<file path="config.mk">
export PLATFORM = sky130hd
export DESIGN_NAME = vga_fb_arbiter_flat
export DESIGN_NICKNAME = d
export VERILOG_FILES = /design/src/rtl/vga_fb_arbiter_if.sv /design/src/rtl/vga_fb_arbiter.sv /design/src/flat_wrapper.sv
export SDC_FILE = /design/constraint.sdc
export NUM_CORES = 1
export LEC_CHECK = 0
export ABC_AREA = 1
export ABC_CLOCK_PERIOD_IN_PS = 5850
export BUFFER_PORTS_ARGS = -buffer_cell sky130_fd_sc_hd__buf_2
export CORE_ASPECT_RATIO = 0.5
export CORE_MARGIN = 1
export CORE_UTILIZATION = 35
export CTS_CLUSTER_DIAMETER = 80
export DETAILED_ROUTE_END_ITERATION = 12
export SYNTH_ARGS = -nofsm -noshare
export SYNTH_HDL_FRONTEND = slang
export SYNTH_SLANG_ARGS = --single-unit
</file>
<file path="constraint.sdc">
create_clock -name clk -period 5.85 [get_ports clk]
set_input_delay 0.585 -clock clk [delete_from_list [all_inputs] [get_ports clk]]
set_output_delay 0.585 -clock clk [all_outputs]
set_load 0.005 [all_outputs]
</file>
<file path="src/rtl/vga_fb_arbiter_if.sv">
// rtl/vga_fb_arbiter_if.sv - CPU bus, fetch engine and RAM port bundle for the framebuffer arbiter
`timescale 1ns/1ps

interface vga_fb_arbiter_if #(
  parameter int ADDR_WIDTH = 15
);
  // CPU data bus
  logic                  cs;
  logic [19:1]           data_m_addr;
  logic [15:0]           data_m_data_in;
  logic [15:0]           data_m_data_out;
  logic [1:0]            data_m_bytesel;
  logic                  data_m_wr_en;
  logic                  data_m_access;
  logic                  data_m_ack;
  // display fetch engine
  logic                  fetch_req;
  logic [ADDR_WIDTH-1:0] fetch_addr;
  logic                  fetch_urgent;
  logic                  fetch_grant;
  logic                  fetch_valid;
  logic [15:0]           fetch_data;
  // single-port framebuffer RAM
  logic                  mem_en;
  logic                  mem_wr_en;
  logic [ADDR_WIDTH-1:0] mem_addr;
  logic [15:0]           mem_wdata;
  logic [1:0]            mem_bytesel;
  logic [15:0]           mem_rdata;

  modport master (
    output cs, data_m_addr, data_m_data_in, data_m_bytesel, data_m_wr_en, data_m_access,
    output fetch_req, fetch_addr, fetch_urgent,
    output mem_rdata,
    input  data_m_data_out, data_m_ack,
    input  fetch_grant, fetch_valid, fetch_data,
    input  mem_en, mem_wr_en, mem_addr, mem_wdata, mem_bytesel
  );

  modport slave (
    input  cs, data_m_addr, data_m_data_in, data_m_bytesel, data_m_wr_en, data_m_access,
    input  fetch_req, fetch_addr, fetch_urgent,
    input  mem_rdata,
    output data_m_data_out, data_m_ack,
    output fetch_grant, fetch_valid, fetch_data,
    output mem_en, mem_wr_en, mem_addr, mem_wdata, mem_bytesel
  );
endinterface

</file>
<file path="src/rtl/vga_fb_arbiter.sv">
// rtl/vga_fb_arbiter.sv - shares the single-port VGA framebuffer RAM between the CPU bus and display fetch
`timescale 1ns/1ps

module vga_fb_arbiter #(
  parameter int ADDR_WIDTH       = 15,
  parameter int MEM_LATENCY      = 2,
  parameter int CPU_STARVE_LIMIT = 8
) (
  input logic             clk,
  input logic             reset,
  vga_fb_arbiter_if.slave bus
);

  localparam logic [3:0] STARVE_MAX = 4'(CPU_STARVE_LIMIT);

  typedef enum logic [1:0] {
    CPU_IDLE,
    CPU_WAIT_GRANT,
    CPU_WAIT_DATA
  } cpu_state_t;

  cpu_state_t cpu_state;
  cpu_state_t cpu_state_next;

  logic       cpu_req;
  logic       cpu_pending;
  logic       cpu_grant;
  logic       fetch_win;
  logic [3:0] starve_cnt;
  logic [3:0] starve_cnt_next;

  logic                  mem_en_q;
  logic                  mem_wr_en_q;
  logic                  owner_cpu_q;
  logic [ADDR_WIDTH-1:0] mem_addr_q;
  logic [15:0]           mem_wdata_q;
  logic [1:0]            mem_bytesel_q;

  logic [MEM_LATENCY-1:0] tag_valid;
  logic [MEM_LATENCY-1:0] tag_cpu;
  logic                   tail_valid;
  logic                   tail_cpu;

  logic        ack_q;
  logic [15:0] cpu_rdata_q;
  logic        fetch_valid_q;
  logic [15:0] fetch_data_q;

  // Upper CPU address bits beyond the framebuffer are deliberately dropped.
  if (ADDR_WIDTH < 19) begin : g_addr_hi
    logic unused_addr_hi;
    assign unused_addr_hi = ^bus.data_m_addr[19:ADDR_WIDTH+1];
  end

  always_ff @(posedge clk or posedge reset) begin
    if (reset) begin
      cpu_state  <= CPU_IDLE;
      starve_cnt <= '0;
    end else begin
      cpu_state  <= cpu_state_next;
      starve_cnt <= starve_cnt_next;
    end
  end

  // Arbitration, starvation counter and CPU FSM; grants are suppressed during reset.
  always_comb begin
    cpu_req         = bus.cs & bus.data_m_access & (cpu_state == CPU_IDLE) & ~ack_q;
    cpu_pending     = cpu_req | (cpu_state == CPU_WAIT_GRANT);
    fetch_win       = 1'b0;
    cpu_grant       = 1'b0;
    starve_cnt_next = starve_cnt;
    cpu_state_next  = cpu_state;

    if (!reset) begin
      if (bus.fetch_req && (!cpu_pending || (bus.fetch_urgent && (starve_cnt < STARVE_MAX)))) begin
        fetch_win = 1'b1;
      end else if (cpu_pending) begin
        cpu_grant = 1'b1;
      end
    end

    if (cpu_grant || !cpu_pending) begin
      starve_cnt_next = '0;
    end else if (fetch_win && (starve_cnt < STARVE_MAX)) begin
      starve_cnt_next = starve_cnt + 4'd1;
    end

    case (cpu_state)
      CPU_IDLE: begin
        if (cpu_grant) begin
          cpu_state_next = CPU_WAIT_DATA;
        end else if (cpu_req) begin
          cpu_state_next = CPU_WAIT_GRANT;
        end
      end
      CPU_WAIT_GRANT: begin
        if (cpu_grant) begin
          cpu_state_next = CPU_WAIT_DATA;
        end
      end
      CPU_WAIT_DATA: begin
        if (ack_q) begin
          cpu_state_next = CPU_IDLE;
        end
      end
      default: cpu_state_next = CPU_IDLE;
    endcase
  end

  // Issue stage: one RAM operation per cycle; address/data/bytesel hold when idle.
  always_ff @(posedge clk or posedge reset) begin
    if (reset) begin
      mem_en_q      <= 1'b0;
      mem_wr_en_q   <= 1'b0;
      owner_cpu_q   <= 1'b0;
      mem_addr_q    <= '0;
      mem_wdata_q   <= '0;
      mem_bytesel_q <= '0;
    end else begin
      mem_en_q    <= fetch_win | cpu_grant;
      mem_wr_en_q <= cpu_grant & bus.data_m_wr_en;
      owner_cpu_q <= cpu_grant;
      if (cpu_grant) begin
        mem_addr_q    <= bus.data_m_addr[ADDR_WIDTH:1];
        mem_wdata_q   <= bus.data_m_data_in;
        mem_bytesel_q <= bus.data_m_bytesel;
      end else if (fetch_win) begin
        mem_addr_q <= bus.fetch_addr;
      end
    end
  end

  // Tags enter one cycle after mem_en so the tail lines up with valid mem_rdata.
  always_ff @(posedge clk or posedge reset) begin
    if (reset) begin
      tag_valid <= '0;
      tag_cpu   <= '0;
    end else begin
      tag_valid[0] <= mem_en_q & ~mem_wr_en_q;
      tag_cpu[0]   <= owner_cpu_q;
      for (int i = 1; i < MEM_LATENCY; i++) begin
        tag_valid[i] <= tag_valid[i-1];
        tag_cpu[i]   <= tag_cpu[i-1];
      end
    end
  end

  assign tail_valid = tag_valid[MEM_LATENCY-1];
  assign tail_cpu   = tag_cpu[MEM_LATENCY-1];

  // Return routing; CPU writes ack straight off the issue stage.
  always_ff @(posedge clk or posedge reset) begin
    if (reset) begin
      ack_q         <= 1'b0;
      cpu_rdata_q   <= '0;
      fetch_valid_q <= 1'b0;
      fetch_data_q  <= '0;
    end else begin
      ack_q         <= (tail_valid & tail_cpu) | (mem_en_q & mem_wr_en_q);
      cpu_rdata_q   <= (tail_valid & tail_cpu) ? bus.mem_rdata : 16'h0000;
      fetch_valid_q <= tail_valid & ~tail_cpu;
      if (tail_valid && !tail_cpu) begin
        fetch_data_q <= bus.mem_rdata;
      end
    end
  end

  assign bus.fetch_grant     = fetch_win;
  assign bus.fetch_valid     = fetch_valid_q;
  assign bus.fetch_data      = fetch_data_q;
  assign bus.data_m_ack      = ack_q;
  assign bus.data_m_data_out = cpu_rdata_q;
  assign bus.mem_en          = mem_en_q;
  assign bus.mem_wr_en       = mem_wr_en_q;
  assign bus.mem_addr        = mem_addr_q;
  assign bus.mem_wdata       = mem_wdata_q;
  assign bus.mem_bytesel     = mem_bytesel_q;

endmodule

</file>
<file path="src/flat_wrapper.sv">
// flat-port wrapper written by rule: the top's interface ports become plain ports
module vga_fb_arbiter_flat 
#(
  parameter int ADDR_WIDTH       = 15,
  parameter int MEM_LATENCY      = 2,
  parameter int CPU_STARVE_LIMIT = 8
)
  (clk, reset, bus_cs, bus_data_m_addr, bus_data_m_data_in, bus_data_m_bytesel, bus_data_m_wr_en, bus_data_m_access, bus_fetch_req, bus_fetch_addr, bus_fetch_urgent, bus_mem_rdata, bus_data_m_data_out, bus_data_m_ack, bus_fetch_grant, bus_fetch_valid, bus_fetch_data, bus_mem_en, bus_mem_wr_en, bus_mem_addr, bus_mem_wdata, bus_mem_bytesel);
  vga_fb_arbiter_if #(.ADDR_WIDTH(ADDR_WIDTH)) bus_i ();
  input logic clk;
  input logic reset;
  input wire logic [$bits(bus_i.cs)-1:0] bus_cs;
  input wire logic [$bits(bus_i.data_m_addr)-1:0] bus_data_m_addr;
  input wire logic [$bits(bus_i.data_m_data_in)-1:0] bus_data_m_data_in;
  input wire logic [$bits(bus_i.data_m_bytesel)-1:0] bus_data_m_bytesel;
  input wire logic [$bits(bus_i.data_m_wr_en)-1:0] bus_data_m_wr_en;
  input wire logic [$bits(bus_i.data_m_access)-1:0] bus_data_m_access;
  input wire logic [$bits(bus_i.fetch_req)-1:0] bus_fetch_req;
  input wire logic [$bits(bus_i.fetch_addr)-1:0] bus_fetch_addr;
  input wire logic [$bits(bus_i.fetch_urgent)-1:0] bus_fetch_urgent;
  input wire logic [$bits(bus_i.mem_rdata)-1:0] bus_mem_rdata;
  output wire logic [$bits(bus_i.data_m_data_out)-1:0] bus_data_m_data_out;
  output wire logic [$bits(bus_i.data_m_ack)-1:0] bus_data_m_ack;
  output wire logic [$bits(bus_i.fetch_grant)-1:0] bus_fetch_grant;
  output wire logic [$bits(bus_i.fetch_valid)-1:0] bus_fetch_valid;
  output wire logic [$bits(bus_i.fetch_data)-1:0] bus_fetch_data;
  output wire logic [$bits(bus_i.mem_en)-1:0] bus_mem_en;
  output wire logic [$bits(bus_i.mem_wr_en)-1:0] bus_mem_wr_en;
  output wire logic [$bits(bus_i.mem_addr)-1:0] bus_mem_addr;
  output wire logic [$bits(bus_i.mem_wdata)-1:0] bus_mem_wdata;
  output wire logic [$bits(bus_i.mem_bytesel)-1:0] bus_mem_bytesel;
  assign bus_i.cs = bus_cs;
  assign bus_i.data_m_addr = bus_data_m_addr;
  assign bus_i.data_m_data_in = bus_data_m_data_in;
  assign bus_i.data_m_bytesel = bus_data_m_bytesel;
  assign bus_i.data_m_wr_en = bus_data_m_wr_en;
  assign bus_i.data_m_access = bus_data_m_access;
  assign bus_i.fetch_req = bus_fetch_req;
  assign bus_i.fetch_addr = bus_fetch_addr;
  assign bus_i.fetch_urgent = bus_fetch_urgent;
  assign bus_i.mem_rdata = bus_mem_rdata;
  assign bus_data_m_data_out = bus_i.data_m_data_out;
  assign bus_data_m_ack = bus_i.data_m_ack;
  assign bus_fetch_grant = bus_i.fetch_grant;
  assign bus_fetch_valid = bus_i.fetch_valid;
  assign bus_fetch_data = bus_i.fetch_data;
  assign bus_mem_en = bus_i.mem_en;
  assign bus_mem_wr_en = bus_i.mem_wr_en;
  assign bus_mem_addr = bus_i.mem_addr;
  assign bus_mem_wdata = bus_i.mem_wdata;
  assign bus_mem_bytesel = bus_i.mem_bytesel;
  vga_fb_arbiter #(.ADDR_WIDTH(ADDR_WIDTH), .MEM_LATENCY(MEM_LATENCY), .CPU_STARVE_LIMIT(CPU_STARVE_LIMIT)) u_core (.clk(clk), .reset(reset), .bus(bus_i));
endmodule
</file>
# After elaboration in Yosys (flattened, before gate mapping)
# Index checks and enable logic that the tools add are counted.
# word_totals
inputBits	75
out_inout_bits	70
elab_cells	62
register_bits	80
# op_classes
n_reduce_logical	12
mux	15
n_bitwise	14
eq_ne	5
add_sub_neg	1
order_cmp	1
# ops
op	count
$mux 15	2
$mux 16	1
$and 1x1->1	8
$mux 2	4
$mux 4	2
$pmux 2 s3	1
$mux 1	5
$add 4x1->4 const B	1
$logic_and 1x1->1	4
$lt 4x4->1 const B	1
$ne 2x1->1 const B	2
$reduce_bool 2->1	2
$ne 3x1->1 const B	1
$not 1->1	3
$or 1x1->1	3
$reduce_and 3->1	1
$eq 2x1->1 const B	1
$eq 2x2->1 const B	1
$logic_not 1->1	2
$logic_not 2->1	1
$logic_or 1x1->1	2

# Depth between registers and ports, before layout
# Gate-level depths: netlist (run 1).
# logic_depth
depth_word	12
depth_mapped	11
mapped_depth_nobuf	10

# Worst setup path before layout (run 1)
# No wires, ideal clock.
# synth_path
kind	input-to-output
startpoint	input port reset
endpoint	output port bus_fetch_grant
setup_slack_ps	2502
t_arrival_ps	2763
cell_stages	3
path_buffers	0
cell_sequence	inv_1 nand3_2 inv_1
# synth_between
elab_chain_cells	1
# synth_lines
element	line_no	text
start: declaration	flat_wrapper.sv:11	input logic reset;
$mux 1	vga_fb_arbiter.sv:74	if (!reset) begin
end: declaration	flat_wrapper.sv:24	output wire logic [$bits(bus_i.fetch_grant)-1:0] bus_fetch_grant;
# Every way passes these cells.

# Worst setup path after layout (run 1)
# layout_path
startpoint	register u_core.cpu_state[1]
endpoint	output port bus_fetch_grant
# layout_between
elab_chain_cells	9
word_cells_on_any_way	10
# layout_lines
element	line_no	text
start: declaration	vga_fb_arbiter.sv:22	cpu_state_t cpu_state;
start signal: assignment	vga_fb_arbiter.sv:60	cpu_state <= cpu_state_next;
$logic_not 2->1	vga_fb_arbiter.sv:67	cpu_req = bus.cs & bus.data_m_access & (cpu_state == CPU_IDLE) & ~ack_q;
$and 1x1->1 (2 in a row)	vga_fb_arbiter.sv:67	
$or 1x1->1 (*)	vga_fb_arbiter.sv:68	cpu_pending = cpu_req | (cpu_state == CPU_WAIT_GRANT);
$logic_not 1->1 (*)	vga_fb_arbiter.sv:75	if (bus.fetch_req && (!cpu_pending || (bus.fetch_urgent && (starve_cnt < STARVE_MAX)))) begin
$logic_or 1x1->1 (*)	vga_fb_arbiter.sv:75	
$logic_and 1x1->1 (*)	vga_fb_arbiter.sv:75	
$mux 1 (*)	vga_fb_arbiter.sv:75	
$mux 1 (*)	vga_fb_arbiter.sv:74	
# Mark *: on every way between the ends. The rest lies on a longest branch, timed or not.

==> flow_metrics.py, run 1 <==
metrics = {
    "run_status": {
        "outcome": "complete, but fails checks",
        "violations": "DRC",
    },
    "synthesis": {
        "synth_top_area_share_pct": 61.6,
        "syn_nets": 445,
        "syn_inst": 369,
        "ys_types": 22,
        "synth-seq-cells": 80,
        "ys_top_cells_by_count": "nand2_1, dfrtp_1, inv_1, nand3_1, nor2_1",
        "synth_area_leaders": "dfrtp_1, nand2_1, inv_1, nand3_1, o21ai_0",
        "synthArstFlopShare_pct": 100,
        "avgSynthCellArea_sq_um": 8.81,
        "synth.most_common_cell": "nand2_1",
        "synth_area_leader_cell": "dfrtp_1",
        "yosys_warnings": 0,
        "synthFlopType": "dfrtp_1",
        "synth_edf_count": 0,
        "mappedNetlistArea_sq_um": 3250,
        "seq_area_frac_synth_pct": 61.6,
    },
    "setup_path": {
        "critPathRequiredTime_ns": 5.27,
        "start_kind": "flop",
        "path_buf_inv": 2,
        "crit_slowest_cell": "dfrtp_1",
        "path_cells": "or2_1, nand2_2, nand2_1, nand3_2, inv_1, buf_2",
        "critPathKind": "flop to primary output",
        "worstPathMaxFanout": 3,
        "worst_ep_arrival_time_ns": 1.43,
        "critPathTopFamily": "simple AND/OR/NAND/NOR gates",
        "end_kind": "primary output",
        "slowest_delay_ns": 0.39,
    },
    "cts": {
        "postCtsSetupBuffers": 0,
        "root_buffer": "clkbuf_16",
        "cts_max_path_buffers": 2,
        "clock_sinks": 80,
        "cts_max_level": 3,
        "clk_latency_ns": 0.32,
        "cts_tree": "done",
        "post_cts_resized": 0,
        "clkTransAtPathRegs_ns": 0.06,
        "cts_made_buffers": 9,
        "hold_buffers": 0,
    },
    "die": {
        "die_y_um": 70.2,
        "initial_core_util_pct": 36.7,
        "row_count": 24,
        "design.die.area_sq_um": 9700,
        "io_pins": 145,
        "core-area_sq_um": 8860,
        "die_w_um": 138,
    },
    "pwr": {
        "power.switching_fraction_pct": 31.5,
        "vdd_ir_drop_max_mv": 0.148,
        "p_switching_w": 0.000608,
        "p_int_w": 0.00132,
        "clock_power_share_pct": 28.4,
        "p_comb_share_pct": 28.2,
        "seq_power_share_pct": 43.4,
        "p_leak_nw": 2.66,
        "p_per_area_nw_per_um2": 447,
    },
    "detailed_routing": {
        "finalWirelength_um": 6910,
        "ant_nets": 0,
        "vias_per_cell": 4.17,
        "num_vias": 2631,
        "drc": 16,
        "drt_iter0_drc": 121,
        "wl_per_cell_um": 10.9,
        "drt_first_pass_iters": 8,
    },
    "worst_hold_path": {
        "worst_hold_path_type": "input port to asynchronous set/reset pin",
    },
    "grt": {
        "grt_overflow_total": 0,
        "grt_max_degree": 73,
        "grt_pass1_wl_um": 11600,
        "track_usage_pct": 15.4,
        "antenna_found_initial": 0,
        "first_global_vias": 2438,
    },
    "sta": {
        "slew_violations": 0,
        "setup_viol": 0,
        "min_period_ns": 2.01,
        "post-route-period-util_pct": 34.4,
        "tightest_slew_ns": 0.883,
        "hold_viol_final": 0,
        "fmax_ghz": 0.497,
        "skew_ns": 0.00427,
        "rsz0062_at_grt": "false",
        "setup_ws_ns": 3.84,
        "slew_headroom_pct": 41.1,
        "fin_setup_tns_ns": 0,
    },
    "placed_design": {
        "place_congestion": 0.710,
        "place_inst": 615,
        "dpl_cell_area_sq_um": 4020,
        "dpl.hpwl_um": 4800,
        "port_buffers": 140,
        "place_ws_ns": 3.76,
    },
    "final_layout": {
        "num-nets-final": 585,
        "num_antenna_cells": 0,
        "final_cells": 631,
        "fin_area_sq_um": 4320,
        "post-route-util_pct": 48.7,
        "syn2layout_area_growth_pct": 32.8,
        "drive_above_1_share_pct": 32.1,
    },
    "job": {
        "cap_violations": 0,
    },
}
cells in the final DEF, fill, tap and decap left out:
cell type and instances:
buf_4 2, clkbuf_8 1, inv_1 57, buf_2 140, dfrtp_1 80, nand2_1 142
nor2_1 21, ha_1 1, clkinv_2 3, nand4_1 1, clkbuf_16 9, clkinv_4 2
o211ai_4 1, nand3_1 26, clkbuf_1 1, or2_1 1, inv_4 1, clkinv_1 1
nand2_2 1, o21ai_0 16, inv_2 1, clkinvlp_4 1, nand3_2 1, bufinv_16 1
nand2_4 1, xor2_1 2
power by group through the flow:
| stage | Sequential (W) | Clock [W] | Combinational, W |
|---|---|---|---|
| 3_3_place_gp | 0.000843 | 0 | 0.000549 |
| 6_report | 0.000838 | 0.000547 | 0.000545 |
| 5_1_grt | 0.000865 | 0.000591 | 0.000630 |
| 4_1_cts | 0.000839 | 0.000566 | 0.000560 |
| 2_1_floorplan | 0.000861 | 0 | 0.000290 |
| 3_5_place_dp | 0.000843 | 0 | 0.000561 |
metrics by stage:
| step | hold WS, ns | total power [W] |
|---|---|---|
| 2_1_floorplan | 0.331 | 0.00115 |
| 3_3_place_gp | 0.332 | 0.00139 |
| 3_5_place_dp | 0.335 | 0.00140 |
| 4_1_cts | 0.178 | 0.00197 |
| 5_1_grt | 0.185 | 0.00209 |
| 6_report | 0.186 | 0.00193 |
worst reg2reg max path, delay by kind of cell, from the launching register on:
| kind | cells | cell delay [ns] |
|---|---|---|
| and+or+nand+nor | 4 | 0.37 |
| DFF | 1 | 0.42 |
| buffers and inverters | 3 | 0.59 |
| AOI/OAI and AO/OA | 1 | 0.41 |
metal layers:
layer  up-vias  track usage (%)  part of all wire, %
li1       1377                -                    -
met1      1174             19.6                   47
met2        74             25.4                   47
met3         6             4.12                  4.8
met4         0             5.74                  1.4
met5         -                0                    0
final timing paths:
kind,cells past startpoint,slack (ns),endpoint,startpoint
worst max-delay path,6,3.84,bus_fetch_grant,u_core.cpu_state[1]$_DFFE_PP0P_
worst min-delay path,2,0.19,u_core.starve_cnt[3]$_DFFE_PP0P_,reset
worst max register to register,8,4.01,u_core.starve_cnt[1]$_DFFE_PP0P_,u_core.starve_cnt[3]$_DFFE_PP0P_
worst min register to register,0,0.35,u_core.tag_valid[1]$_DFF_PP0_,u_core.tag_valid[0]$_DFF_PP0_
max in group asynchronous,3,4.52,u_core.bus.fetch_data[9]$_DFFE_PP0P_,reset
min in group clk,0,0.35,u_core.tag_valid[1]$_DFF_PP0_,u_core.tag_valid[0]$_DFF_PP0_
cell type report:
class	instances	area [sq um]
fill	893	4540
sequential	80	2000
multi-input combinational	214	913
timing repair buffer	142	716
clock buffer	11	243
inverter	62	241
tap	117	146
clock inverter	5	56.3
sequential cells by signal, summed over array words and instances (netlist names), 4 cells and up:
| register | count |
|---|---|
| u_core.bus.data_m_data_out | 16 |
| u_core.bus.mem_addr | 15 |
| u_core.starve_cnt | 4 |
| u_core.bus.fetch_data | 16 |
| u_core.bus.mem_wdata | 16 |
cell families after synthesis:
family                   count (synthesis)  share of synthesized area, %
AND/OR/NAND/NOR                        194                          24.0
flip-flops                              80                          61.6
buffers and inverters                   75                          10.3
AO/OA/AOI/OAI                           17                          3.12
XOR/XNOR                                 2                         0.539
adder cells (fa/ha/maj)                  1                         0.385
(Power assumes the default switching activity.)
==> run 2, diff against run 1 <==
--- a/config.mk
+++ b/config.mk
@@ -6,7 +6,7 @@
 export NUM_CORES = 1
 export LEC_CHECK = 0
 export ABC_AREA = 1
-export ABC_CLOCK_PERIOD_IN_PS = 5850
+export ABC_CLOCK_PERIOD_IN_PS = 1750
 export BUFFER_PORTS_ARGS = -buffer_cell sky130_fd_sc_hd__buf_2
 export CORE_ASPECT_RATIO = 0.5
 export CORE_MARGIN = 1
==> constraint.sdc (replaced) <==
create_clock -name clk -period 1.75 [get_ports clk]
set_input_delay 0.175 -clock clk [delete_from_list [all_inputs] [get_ports clk]]
set_output_delay 0.175 -clock clk [all_outputs]
set_load 0.005 [all_outputs]
==> flow_metrics.py, run 2 (same netlist as run 1, synthesis figures left out) <==
metrics = {
    "detailed_routing": {
        "ant_nets": 0,
        "drt_first_pass_iters": 8,
        "drc": 14,
        "num_vias": 2625,
        "finalWirelength_um": 7150,
        "drt_iter0_drc": 118,
        "vias_per_cell": 4.12,
        "wl_per_cell_um": 11.2,
    },
    "final_layout": {
        "final_cell_mix": "nand2_1, buf_2, dfrtp_1",
        "fin_area_sq_um": 4390,
        "syn2layout_area_growth_pct": 34.9,
        "final_cells": 637,
        "final_common_cell": "nand2_1",
        "drive_above_1_share_pct": 32.3,
        "num-nets-final": 591,
        "nFillCells": 878,
        "ff_latch_area_sq_um": 2000,
        "num_antenna_cells": 0,
        "multi_input_area_sq_um": 913,
    },
    "setup_path": {
        "worst_ep_arrival_time_ns": 1.44,
        "critPathKind": "flop to primary output",
        "start_kind": "flop",
        "critPathRequiredTime_ns": 1.57,
        "end_kind": "primary output",
        "worstPathMaxFanout": 3,
    },
    "pwr": {
        "vdd_ir_drop_max_mv": 0.611,
        "total_power_w": 0.00664,
        "p_per_area_nw_per_um2": 1510,
        "p_leak_nw": 2.70,
    },
    "sta": {
        "setup_viol": 0,
        "fin_setup_tns_ns": 0,
        "rsz0062_at_grt": "false",
        "hold_viol_final": 0,
        "post-route-period-util_pct": 92.3,
        "skew_ns": 0.00522,
        "slew_violations": 0,
        "min_period_ns": 1.62,
        "slew_headroom_pct": 45.9,
        "fmax_ghz": 0.619,
        "tightest_slew_ns": 0.811,
    },
    "placed_design": {
        "place_inst": 620,
        "place_congestion": 0.746,
        "port_buffers": 140,
        "dpl_cell_area_sq_um": 4060,
        "dpl.hpwl_um": 5050,
    },
    "grt": {
        "grt_overflow_total": 0,
        "first_global_vias": 2493,
        "grt_pass1_wl_um": 12100,
        "antenna_found_initial": 0,
        "grt_max_degree": 65,
        "track_usage_pct": 16.3,
    },
    "job": {
        "cap_violations": 0,
    },
    "die": {
        "io_pins": 145,
        "core-area_sq_um": 8860,
        "die_w_um": 138,
        "row_count": 24,
        "design.die.area_sq_um": 9700,
        "die_y_um": 70.2,
        "initial_core_util_pct": 36.7,
    },
    "cts": {
        "clk_latency_ns": 0.33,
        "root_buffer": "clkbuf_16",
        "clock_sinks": 80,
        "cts_tree": "done",
        "cts_max_level": 3,
        "clkTransAtPathRegs_ns": 0.06,
        "cts_made_buffers": 9,
        "cts_max_path_buffers": 2,
    },
    "run_status": {
        "violations": "DRC",
        "outcome": "complete, but fails checks",
    },
    "worst_hold_path": {
        "worst_hold_path_type": "input port to flop",
    },
}
==> run 2: critical path, stage by stage, from the launching register on <==
cell and delay (ns):
dfrtp_1 0.39, or2_1 0.24, nand2_2 0.12, nand2_1 0.09
nand3_2 0.11, inv_1 0.04, buf_2 0.12
==> run 2: stage by stage <==
step / setup slack (ns) / hold WS (ns) / util [%]
global route: 0.0298 / 0.0250 / 49.5
detailed placement: 0.142 / 0.335 / 45.8
CTS: 0.112 / 0.0231 / 49.5
floorplan: -0.527 / 0.281 / -
finish: 0.135 / 0.0357 / 49.5
global placement: 0.184 / 0.333 / 45.8
==> run 2: per-layer routing <==
metal | global-route usage, % | part of all wire (%) | vias up
met3 | 5.01 | 4.5 | 7
li1 | - | - | 1384
met2 | 26.7 | 48 | 65
met5 | 0 | 0 | -
met1 | 20.4 | 46 | 1169
met4 | 5.99 | 1.2 | 0
==> run 2: final timing paths <==
path	slack (ns)	depth (start not counted)	to	start
setup / recovery	0.13	6	bus_fetch_grant	u_core.cpu_state[1]$_DFFE_PP0P_
hold / removal	0.04	3	u_core.bus.mem_bytesel[0]$_DFFE_PP0P_	bus_data_m_bytesel[0]
setup reg to reg	0.20	8	u_core.starve_cnt[3]$_DFFE_PP0P_	u_core.starve_cnt[3]$_DFFE_PP0P_
hold reg to reg	0.35	0	u_core.tag_cpu[1]$_DFF_PP0_	u_core.tag_cpu[0]$_DFF_PP0_
max in group asynchronous	0.46	4	u_core.bus.mem_addr[6]$_DFFE_PP0P_	reset
min in group asynchronous	0.53	4	u_core.cpu_state[0]$_DFFE_PP0P_	reset
==> run 2: where the power goes <==
part | switching (W) | total, W | internal [W]
sequential | 0.000311 | 0.00280 | 0.00249
combinational | 0.00105 | 0.00187 | 0.000821
clock | 0.000687 | 0.00197 | 0.00129
==> run 2: area by class of cell <==
cell class                      count  share of cell area [%]
Tap cell                          117                    3.34
Inverter                           62                    5.56
Timing Repair Buffer              148                    17.5
Clock inverter                      3                    1.48
Clock buffer                       13                    5.70
Sequential cell                    80                    45.6
Multi-Input combinational cell    214                    20.8
==> run 2: what timing repair did <==
item | 4_1_cts | 5_1_grt
gates resized for setup | 0 | 1
hold endpoints to repair | 16 | 0
hold buffers | 1 | 0
endpoints found under the setup margin | 0 | 4
buffers inserted | 0 | 0
